**config.mk**
```make
export PLATFORM = sky130hd
export DESIGN_NAME = periph_bus_mux
export DESIGN_NICKNAME = d
export VERILOG_FILES = /design/src/rtl/periph_bus_pkg.sv /design/src/rtl/periph_addr_decode.sv /design/src/rtl/periph_bus_mux.sv
export SDC_FILE = /design/constraint.sdc
export NUM_CORES = 1
export LEC_CHECK = 0
export ABC_AREA = 1
export ABC_CLOCK_PERIOD_IN_PS = 2400
export CAP_MARGIN = 20
export CORE_MARGIN = 4
export CORE_UTILIZATION = 25
export CTS_CLUSTER_DIAMETER = 60
export DETAILED_ROUTE_END_ITERATION = 16
export PLACE_DENSITY = 0.54
export SKIP_LAST_GASP = 1
export SYNTH_ARGS = -nofsm -noshare
export SYNTH_HDL_FRONTEND = slang
export SYNTH_SLANG_ARGS = --single-unit
```
**constraint.sdc**
```tcl
create_clock -name clk -period 2.4 [get_ports clk]
set_clock_uncertainty 0.1 [all_clocks]
set_input_delay 0.6 -clock clk [delete_from_list [all_inputs] [get_ports clk]]
set_output_delay 0.6 -clock clk [all_outputs]
set_load 0.05 [all_outputs]
```
**src/rtl/periph_bus_pkg.sv**
```systemverilog
// Shared types and default memory map for the peripheral bus interconnect.
// Latency: n/a (declarations only).
// Backpressure: n/a.
package periph_bus_pkg;

    typedef enum logic [1:0] {
        IDLE     = 2'd0,
        ACCESS   = 2'd1,
        WAIT     = 2'd2,
        RESP_ERR = 2'd3
    } state_t;

    // Bit positions inside err_flags
    localparam int ERR_UNMAPPED = 0;
    localparam int ERR_TIMEOUT  = 1;

    // Default map: 0=RAM, 1=LEDs, 2=switches, 3=keys, 4=7-seg
    localparam logic [5*32-1:0] DEF_SLV_BASE =
        {32'h0000_4010, 32'h0000_4008, 32'h0000_4004, 32'h0000_4000, 32'h0000_0000};
    localparam logic [5*32-1:0] DEF_SLV_MASK =
        {32'hFFFF_FFF0, 32'hFFFF_FFFC, 32'hFFFF_FFFC, 32'hFFFF_FFFC, 32'hFFFF_F000};

endpackage

```
**src/rtl/periph_addr_decode.sv**
```systemverilog
// Mask/base address decode: per-slave hit vector, lowest-index winner, unmapped flag.
// Latency: purely combinational.
// Backpressure: none; evaluated every cycle.
module periph_addr_decode #(
    parameter int NUM_SLAVES = 5,
    parameter int ADDR_WIDTH = 32,
    parameter int IW         = 3,
    parameter logic [NUM_SLAVES*ADDR_WIDTH-1:0] SLV_BASE = '0,
    parameter logic [NUM_SLAVES*ADDR_WIDTH-1:0] SLV_MASK = '0
) (
    input  logic [ADDR_WIDTH-1:0] addr,
    output logic [NUM_SLAVES-1:0] hit,
    output logic [IW-1:0]         hit_idx,
    output logic                  unmapped
);

    // Compare masked address against every window; scan downwards so the lowest index wins
    always_comb begin
        hit     = '0;
        hit_idx = '0;
        for (int i = 0; i < NUM_SLAVES; i++) begin
            hit[i] = ((addr & SLV_MASK[i*ADDR_WIDTH +: ADDR_WIDTH]) ==
                      SLV_BASE[i*ADDR_WIDTH +: ADDR_WIDTH]);
        end
        for (int i = NUM_SLAVES - 1; i >= 0; i--) begin
            if (hit[i]) begin
                hit_idx = IW'(i);
            end
        end
        unmapped = ~|hit;
    end

endmodule

```
**src/rtl/periph_bus_mux.sv**
```systemverilog
// Memory-mapped interconnect from the DLX data port to NUM_SLAVES peripherals.
// Latency: write 1 cycle, read 2 (comb slave) / 3 (1-cycle RAM) / TIMEOUT+2 (no answer).
// Backpressure: one transaction in flight; requests seen while m_busy=1 are ignored.
module periph_bus_mux
    import periph_bus_pkg::*;
#(
    parameter int NUM_SLAVES = 5,
    parameter int ADDR_WIDTH = 32,
    parameter int DATA_WIDTH = 32,
    parameter logic [NUM_SLAVES*ADDR_WIDTH-1:0] SLV_BASE = DEF_SLV_BASE,
    parameter logic [NUM_SLAVES*ADDR_WIDTH-1:0] SLV_MASK = DEF_SLV_MASK,
    parameter int TIMEOUT = 15,
    parameter logic [DATA_WIDTH-1:0] ERR_DATA = 32'hDEADBEEF
) (
    input  logic                             clk,
    input  logic                             reset,
    input  logic [ADDR_WIDTH-1:0]            m_addr,
    input  logic [DATA_WIDTH-1:0]            m_wdata,
    input  logic                             m_we,
    input  logic                             m_re,
    output logic [DATA_WIDTH-1:0]            m_rdata,
    output logic                             m_rvalid,
    output logic                             m_wdone,
    output logic                             m_busy,
    output logic [NUM_SLAVES-1:0]            s_cs,
    output logic [ADDR_WIDTH-1:0]            s_addr,
    output logic [DATA_WIDTH-1:0]            s_wdata,
    output logic                             s_we,
    input  logic [NUM_SLAVES*DATA_WIDTH-1:0] s_rdata,
    input  logic [NUM_SLAVES-1:0]            s_rvalid,
    input  logic                             err_clr,
    output logic [1:0]                       err_flags
);

    localparam int IW = (NUM_SLAVES > 1) ? $clog2(NUM_SLAVES) : 1;
    localparam int CW = $clog2(TIMEOUT + 1);
    localparam logic [CW-1:0] CNT_LAST = CW'(TIMEOUT);

    state_t                state, state_nxt;
    logic [NUM_SLAVES-1:0] hit;
    logic [IW-1:0]         hit_idx;
    logic                  unmapped;
    logic [IW-1:0]         idx_q;
    logic                  we_q;
    logic [CW-1:0]         cnt;
    logic                  req;
    logic                  sel_rvalid;
    logic [DATA_WIDTH-1:0] sel_rdata;
    logic [1:0]            err_set;

    periph_addr_decode #(
        .NUM_SLAVES (NUM_SLAVES),
        .ADDR_WIDTH (ADDR_WIDTH),
        .IW         (IW),
        .SLV_BASE   (SLV_BASE),
        .SLV_MASK   (SLV_MASK)
    ) u_decode (
        .addr     (m_addr),
        .hit      (hit),
        .hit_idx  (hit_idx),
        .unmapped (unmapped)
    );

    // Write wins over read when both are raised together
    assign req        = m_we | m_re;
    // Only the latched slave's valid/data is ever looked at
    assign sel_rvalid = s_rvalid[idx_q];
    assign sel_rdata  = s_rdata[idx_q*DATA_WIDTH +: DATA_WIDTH];

    // State register
    always_ff @(posedge clk) begin
        if (reset) begin
            state <= IDLE;
        end else begin
            state <= state_nxt;
        end
    end

    // Next-state logic
    always_comb begin
        state_nxt = state;
        case (state)
            IDLE:     if (req) state_nxt = unmapped ? RESP_ERR : ACCESS;
            ACCESS:   if (we_q || sel_rvalid) state_nxt = IDLE;
                      else state_nxt = WAIT;
            WAIT:     if (sel_rvalid || cnt == CNT_LAST) state_nxt = IDLE;
            RESP_ERR: state_nxt = IDLE;
            default:  state_nxt = IDLE;
        endcase
    end

    // State-decoded outputs: selects, strobes and error-flag set requests
    always_comb begin
        m_busy  = (state != IDLE);
        s_cs    = '0;
        s_we    = 1'b0;
        m_wdone = 1'b0;
        err_set = 2'b00;
        if (state == ACCESS || state == WAIT) begin
            s_cs[idx_q] = 1'b1;
        end
        if (state == ACCESS) begin
            s_we    = we_q;
            m_wdone = we_q;
        end
        if (state == RESP_ERR) begin
            m_wdone               = we_q;
            err_set[ERR_UNMAPPED] = 1'b1;
        end
        if (state == WAIT && !sel_rvalid && cnt == CNT_LAST) begin
            err_set[ERR_TIMEOUT] = 1'b1;
        end
    end

    // Request capture, read-data return, wait counter and sticky error flags
    always_ff @(posedge clk) begin
        if (reset) begin
            idx_q     <= '0;
            we_q      <= 1'b0;
            cnt       <= '0;
            s_addr    <= '0;
            s_wdata   <= '0;
            m_rdata   <= '0;
            m_rvalid  <= 1'b0;
            err_flags <= 2'b00;
        end else begin
            m_rvalid  <= 1'b0;
            // A flag set in the same cycle as err_clr survives
            err_flags <= (err_flags & ~{2{err_clr}}) | err_set;
            case (state)
                IDLE: begin
                    if (req) begin
                        we_q <= m_we;
                        if (!unmapped) begin
                            idx_q   <= hit_idx;
                            s_addr  <= m_addr;
                            s_wdata <= m_wdata;
                        end
                    end
                end
                ACCESS: begin
                    if (!we_q) begin
                        if (sel_rvalid) begin
                            m_rdata  <= sel_rdata;
                            m_rvalid <= 1'b1;
                        end else begin
                            cnt <= CW'(1);
                        end
                    end
                end
                WAIT: begin
                    if (sel_rvalid) begin
                        m_rdata  <= sel_rdata;
                        m_rvalid <= 1'b1;
                    end else if (cnt == CNT_LAST) begin
                        m_rdata  <= ERR_DATA;
                        m_rvalid <= 1'b1;
                    end else begin
                        cnt <= cnt + CW'(1);
                    end
                end
                RESP_ERR: begin
                    if (!we_q) begin
                        m_rdata  <= ERR_DATA;
                        m_rvalid <= 1'b1;
                    end
                end
                default: ;
            endcase
        end
    end

endmodule

```
==> results.yml, run 1 <==
status:
  status: "finished, final reports clean"
cts:
  cts_sinks: 109
  tritoncts: "done"
  cts-root-buf: "clkbuf_16"
  insertion_delay_ns: 0.35
  cts_buffers: 9
  cts.reportedPaths.clkPinSlew_ns: 0.08
  htree_levels: 3
  cts_buffer_depth: 2
synth:
  synth_top_family_by_area: "simple AND/OR/NAND/NOR gates"
  syn-num-nets: 1192
  synth-seq-cells: 109
  synth_mux_area_share_pct: 0
  synthSimpleGateAreaFrac_pct: 34.2
  synth_edf_count: 0
  synth-xor-area-share_pct: 0.143
  yosys.area_share.adder_pct: 1.22
  synth_top_area_cell: "dfxtp_1"
  yosysUniqueCellTypes: 31
  ys_top_cells_by_area: "dfxtp_1 36%, nor2_1 14%, nand2_1 9.5%"
  netlist_area_sq_mm: 0.00614
  ys_async_sr_fraction_pct: 0
  yosysSeqAreaShare_pct: 35.5
  synth_flop_cell: "dfxtp_1"
  syn_avg_cell_area_sq_um: 6.45
  syn_inst: 952
  synthTopCellsByCount: "234 x nor2_1, 156 x nand2_1, 109 x dfxtp_1"
  synth_compound_area_share_pct: 20.8
  synth.most_common_cell: "nor2_1"
  ys_warn_count: 0
  synth_top_area_share_pct: 35.5
setup_path:
  worstPathMaxFanout: 4
  slowest_stage: "dfxtp_2"
  path_cells: "inv_1, ha_4, inv_1, nor3_4, buf_12"
  required_ns: 1.70
  cp_common_cell: "inv_1"
  crit_type: "reg -> out"
  critical-path-top-delay-family: "flip-flops"
  path_buf_inv: 3
  crit_path_max_incr_delay_ns: 0.37
  crit_arrival_ns: 1.62
  crit_path_start_kind: "flop"
  cp-end-kind: "primary output"
worst_hold_path:
  holdCritPathClass: "reg -> reg"
grt:
  track_usage_pct: 18.4
  grt-busiest-layer: "met2"
  met1_usage_pct: 21.0
  antenna_found_initial: 2
  gr-total-overflow: 0
  grt_max_degree: 62
  use_met3_pct: 7.59
  grt_pass1_vias: 7155
  grt_pass1_wl_um: 38900
  grtUsageMet2_pct: 32.2
floorplan:
  fp.dieW_um: 165
  dieArea_sq_mm: 0.0271
  start_util_pct: 25.3
  dieHeight_um: 165
  rows: 57
  top_level_ports: 341
  core_area_sq_mm: 0.0242
pwr:
  power_density_mw_per_mm2: 597
  p_total_uw: 6420
  vdd_drop_max_uv: 282
  p_leak_uw: 0.00412
routing:
  wire_per_inst_um: 16.5
  routed-via-count: 7417
  drtIter0Drc: 354
  wl_um: 26600
  dr.pass1.iters: 5
  vias_per_cell: 4.59
  drtAntennaViolNets: 0
  drc: 0
layout:
  nets: 1527
  num_antenna_cells: 0
  syn_to_final_growth_pct: 75.0
  final_layout_size_suffix_gt1_share_pct: 9.52
sta:
  rsz0062_at_grt: "yes"
  whs_ns: 0.339
  fmax_mhz: 432
  maxSlewHeadroom_pct: 60.7
  min_period_ns: 2.32
  tightest_slew_ns: 0.588
  post-route-period-util_pct: 96.5
  maxSlewViolCount: 0
  hold_viol: 0
  setup_viol: 0
placement:
  dpl.hpwl_um: 19800
  gp_congestion: 0.772
  io_buffers: 340
job:
  maxCapViolCount: 0
## layout make-up
cell class	instances	area, sq um
Fill cell	2508	13500
Clock buffer	9	225
Multi-Input combinational cell	729	3590
Tap cell	324	405
Clock inverter	7	100
Timing Repair Buffer	396	4090
Inverter	42	158
Sequential cell	109	2190
## final timing paths
| check | from | endpoint | slack, ns | depth (start not counted) |
|---|---|---|---|---|
| worst min-delay path | s_addr[28] | s_addr[28] | 0.34 | 2 |
| worst min register to register | s_addr[28] | s_addr[28] | 0.34 | 2 |
| worst max register to register | state[1] | m_rdata[16] | 0.26 | 10 |
| worst max-delay path | state[0] | s_cs[1] | 0.08 | 5 |
## registers in the layout, summed over array words and instances, names as in the netlist
signal	count
idx_q	3
we_q	1
s_addr	32
state	2
s_wdata	32
m_rvalid	1
m_rdata	32
cnt	4
err_flags	2
## cell usage in the layout (no fill, tap or decap), drive strengths merged
master,count
a211oi,1
a21oi,84
and2,1
buf,62
bufinv,1
clkbuf,13
clkdlybuf4s50,330
clkinv,4
dfxtp,109
ha,6
inv,44
nand2,158
nand3,29
nand3b,42
nand4,6
nor2,237
nor3,9
nor4,1
o211ai,34
o21ai,119
or2,1
xor2,1
## worst reg2reg max path, delay by kind of cell, from the launching register on
family          cells  cell delay (ns)
compound gates      2             0.29
fa+ha+maj           1             0.21
buf+inv             3             0.43
flops               1             0.35
simple gates        4             0.65
## kinds of logic after synthesis
group / after synthesis
adder cells (fa/ha/maj): 6
buffers and inverters: 114
XOR/XNOR: 1
flip-flops: 109
AND/OR/NAND/NOR: 484
AO/OA/AOI/OAI: 238
## power breakdown
group | leakage, uW | switching, uW | internal, uW
logic | 0.00307 | 1600 | 1090
registers | 0.000888 | 113 | 1990
clock network | 0.000158 | 779 | 846
total | 0.00412 | 2490 | 3930
## layer usage
metal	vias to the layer above	routed length, um
li1	3817	-
met1	3313	10800
met2	262	12500
met3	21	2910
met4	4	333
met5	-	27
## through the flow
stage / cell area [sq um] / setup TNS, ns / instances / worst slack, ns / util, %
after CTS: 10600 / -0.0124 / 1608 / -0.0124 / 43.5
after global routing: 10700 / -0.105 / 1616 / -0.0301 / 44.3
final: 10700 / 0 / 1616 / 0.0847 / 44.3
after floorplan: 6160 / -0.435 / 952 / -0.143 / -
after detailed placement: 10200 / -23.80 / 1591 / -0.419 / 42.0
after global placement: 10200 / -24.17 / 1591 / -0.417 / 42.0
## repair_timing
action,4_1_cts,5_1_grt
hold buffers,0,0
setup buffers,1,4
gates cloned,0,4
setup endpoints to repair,6,72
pin swaps,3,4
resized for setup,7,20
hold endpoints to repair,0,0
Note: power is estimated with default switching activity, not from simulation.
==> inputs of run 2 (changes only) <==
--- a/config.mk
+++ b/config.mk
@@ -8,7 +8,6 @@
 export ABC_AREA = 1
 export ABC_CLOCK_PERIOD_IN_PS = 2400
 export CAP_MARGIN = 20
-export CORE_MARGIN = 4
 export CORE_UTILIZATION = 25
 export CTS_CLUSTER_DIAMETER = 60
 export DETAILED_ROUTE_END_ITERATION = 16
==> results.yml, run 2 (synthesis gave the netlist of run 1 again) <==
sta:
  maxSlewHeadroom_pct: 60.5
  min_period_ns: 2.32
  rsz0062_at_grt: "yes"
  maxSlewViolCount: 0
  setup_viol: 0
  hold_viol: 0
  worst_slack_ns: 0.0847
  post-route-period-util_pct: 96.5
  fmax_mhz: 432
  tightest_slew_ns: 0.591
cts:
  cts_sinks: 109
  tritoncts: "done"
  insertion_delay_ns: 0.36
  cts-root-buf: "clkbuf_16"
  htree_levels: 3
  cts_buffers: 9
  cts.reportedPaths.clkPinSlew_ns: 0.08
  cts_buffer_depth: 2
floorplan:
  rows: 56
  top_level_ports: 341
  core_area_sq_mm: 0.0238
  fp.dieW_um: 159
  dieHeight_um: 159
  dieArea_sq_mm: 0.0252
  start_util_pct: 25.9
layout:
  final_common_cell: "clkdlybuf4s50_1"
  top_regs: "m_rdata x32, s_addr x32, s_wdata x32"
  mostFrequentLayoutCells: "329 x clkdlybuf4s50_1, 229 x nor2_1, 155 x nand2_1"
  final_layout_size_suffix_gt1_share_pct: 8.48
  num_antenna_cells: 0
  final_core_util_pct: 44.5
  fin_area_sq_mm: 0.0106
  syn_to_final_growth_pct: 72.1
  nets: 1520
setup_path:
  r2r-start: "state[1]"
  required_ns: 1.70
  worstPathMaxFanout: 5
  cp-end-kind: "primary output"
  crit_path_start_kind: "flop"
  crit_type: "reg -> out"
  crit_arrival_ns: 1.62
  ff2ff_setup_slack_ns: 0.29
  r2r_cells: 11
  timing.rr.end: "m_rdata[14]"
pwr:
  p_comb_share_pct: 42.8
  switching_power_uw: 2510
  p_int_uw: 3870
  swShare_pct: 39.3
  pwr-share-clk_pct: 24.3
  p_leak_uw: 0.00406
  vdd_drop_max_uv: 324
  seqPwrFrac_pct: 33.0
  power_density_mw_per_mm2: 604
grt:
  antenna_found_initial: 1
  grt_pass1_vias: 7216
  grt_max_degree: 49
  gr-total-overflow: 0
  grt_pass1_wl_um: 39300
  track_usage_pct: 19.5
routing:
  dr.pass1.iters: 4
  wire_per_inst_um: 15.5
  drtIter0Drc: 355
  routed-via-count: 7323
  drtAntennaViolNets: 0
  drc: 0
  vias_per_cell: 4.57
  wl_um: 24800
job:
  maxCapViolCount: 0
placement:
  gp_congestion: 0.863
  dpl.hpwl_um: 18600
  io_buffers: 340
  pre_cts_slack_ns: -0.228
  place_area_sq_mm: 0.0102
worst_hold_path:
  min_to: "s_addr[23]"
  worstHoldStart: "s_addr[23]"
  hold_path_depth: 2
  holdCritPathClass: "reg -> reg"
status:
  status: "finished, final reports clean"
[run 2: cell count changes in the layout (fill, tap and decap cells not counted), moves of 2 or more]
cell | previous run | this run
buf_4 | 44 | 41
buf_12 | 17 | 19
nor2_1 | 224 | 229
nand2_1 | 152 | 155
nor2_4 | 5 | 2
nor2_2 | 8 | 6
clkbuf_16 | 13 | 9
nand2_2 | 5 | 2
[run 2: final cells by class]
type | count | area (sq um)
sequential | 109 | 2190
fill | 2496 | 13200
inverter | 42 | 161
clock inverter | 7 | 77.6
clock buffer | 9 | 225
multi-input combinational | 729 | 3540
timing repair buffer | 389 | 3980
tap | 319 | 399
[run 2: power by group through the flow]
stage / Sequential [uW] / Combinational (uW) / Clock, uW
floorplan: 2690 / 939 / 0
global placement: 2130 / 2740 / 0
detailed placement: 2140 / 2730 / 0
CTS: 2110 / 2760 / 1620
global route: 2130 / 2950 / 1680
finish: 2110 / 2730 / 1550
[run 2: how the worst max path moves through the flow]
stage,startpoint,end,cells past startpoint
finish,idx_q[1],s_cs[3],5
global route,m_addr[14],s_addr[7],13
CTS,state[0],s_cs[4],5
detailed placement,m_addr[10],idx_q[1],14
global placement,m_addr[20],s_addr[11],10
floorplan,idx_q[0],s_cs[0],7
[run 2: worst max-delay path: stages (launching register included)]
cell,delay [ns]
dfxtp_2,0.42
inv_1,0.10
nor2_4,0.16
clkinvlp_4,0.19
nor3_2,0.21
buf_12,0.18
[run 2: routing by layer]
layer,part of all wire (%),vias up,track usage (%)
met4,2.5,2,7.02
li1,-,3797,-
met1,43,3247,23.1
met5,0.052,-,0
met3,7.0,36,5.43
met2,47,241,33.4
[run 2: stage by stage]
| step | setup TNS [ns] | total power [uW] | hold WS, ns | instances |
|---|---|---|---|---|
| after floorplan | -0.435 | 3630 | 0.351 | 952 |
| after global placement | -16.45 | 4870 | 0.324 | 1587 |
| after detailed placement | -15.11 | 4870 | 0.326 | 1587 |
| after CTS | 0 | 6490 | 0.340 | 1603 |
| after global routing | -0.295 | 6750 | 0.355 | 1604 |
| final | 0 | 6390 | 0.338 | 1604 |
[run 2: repair_timing]
item | 4_1_cts | 5_1_grt
hold buffers | 0 | 0
pin swaps | 1 | 2
gates resized for setup | 9 | 4
setup buffers | 0 | 1
setup endpoints to repair | 4 | 59
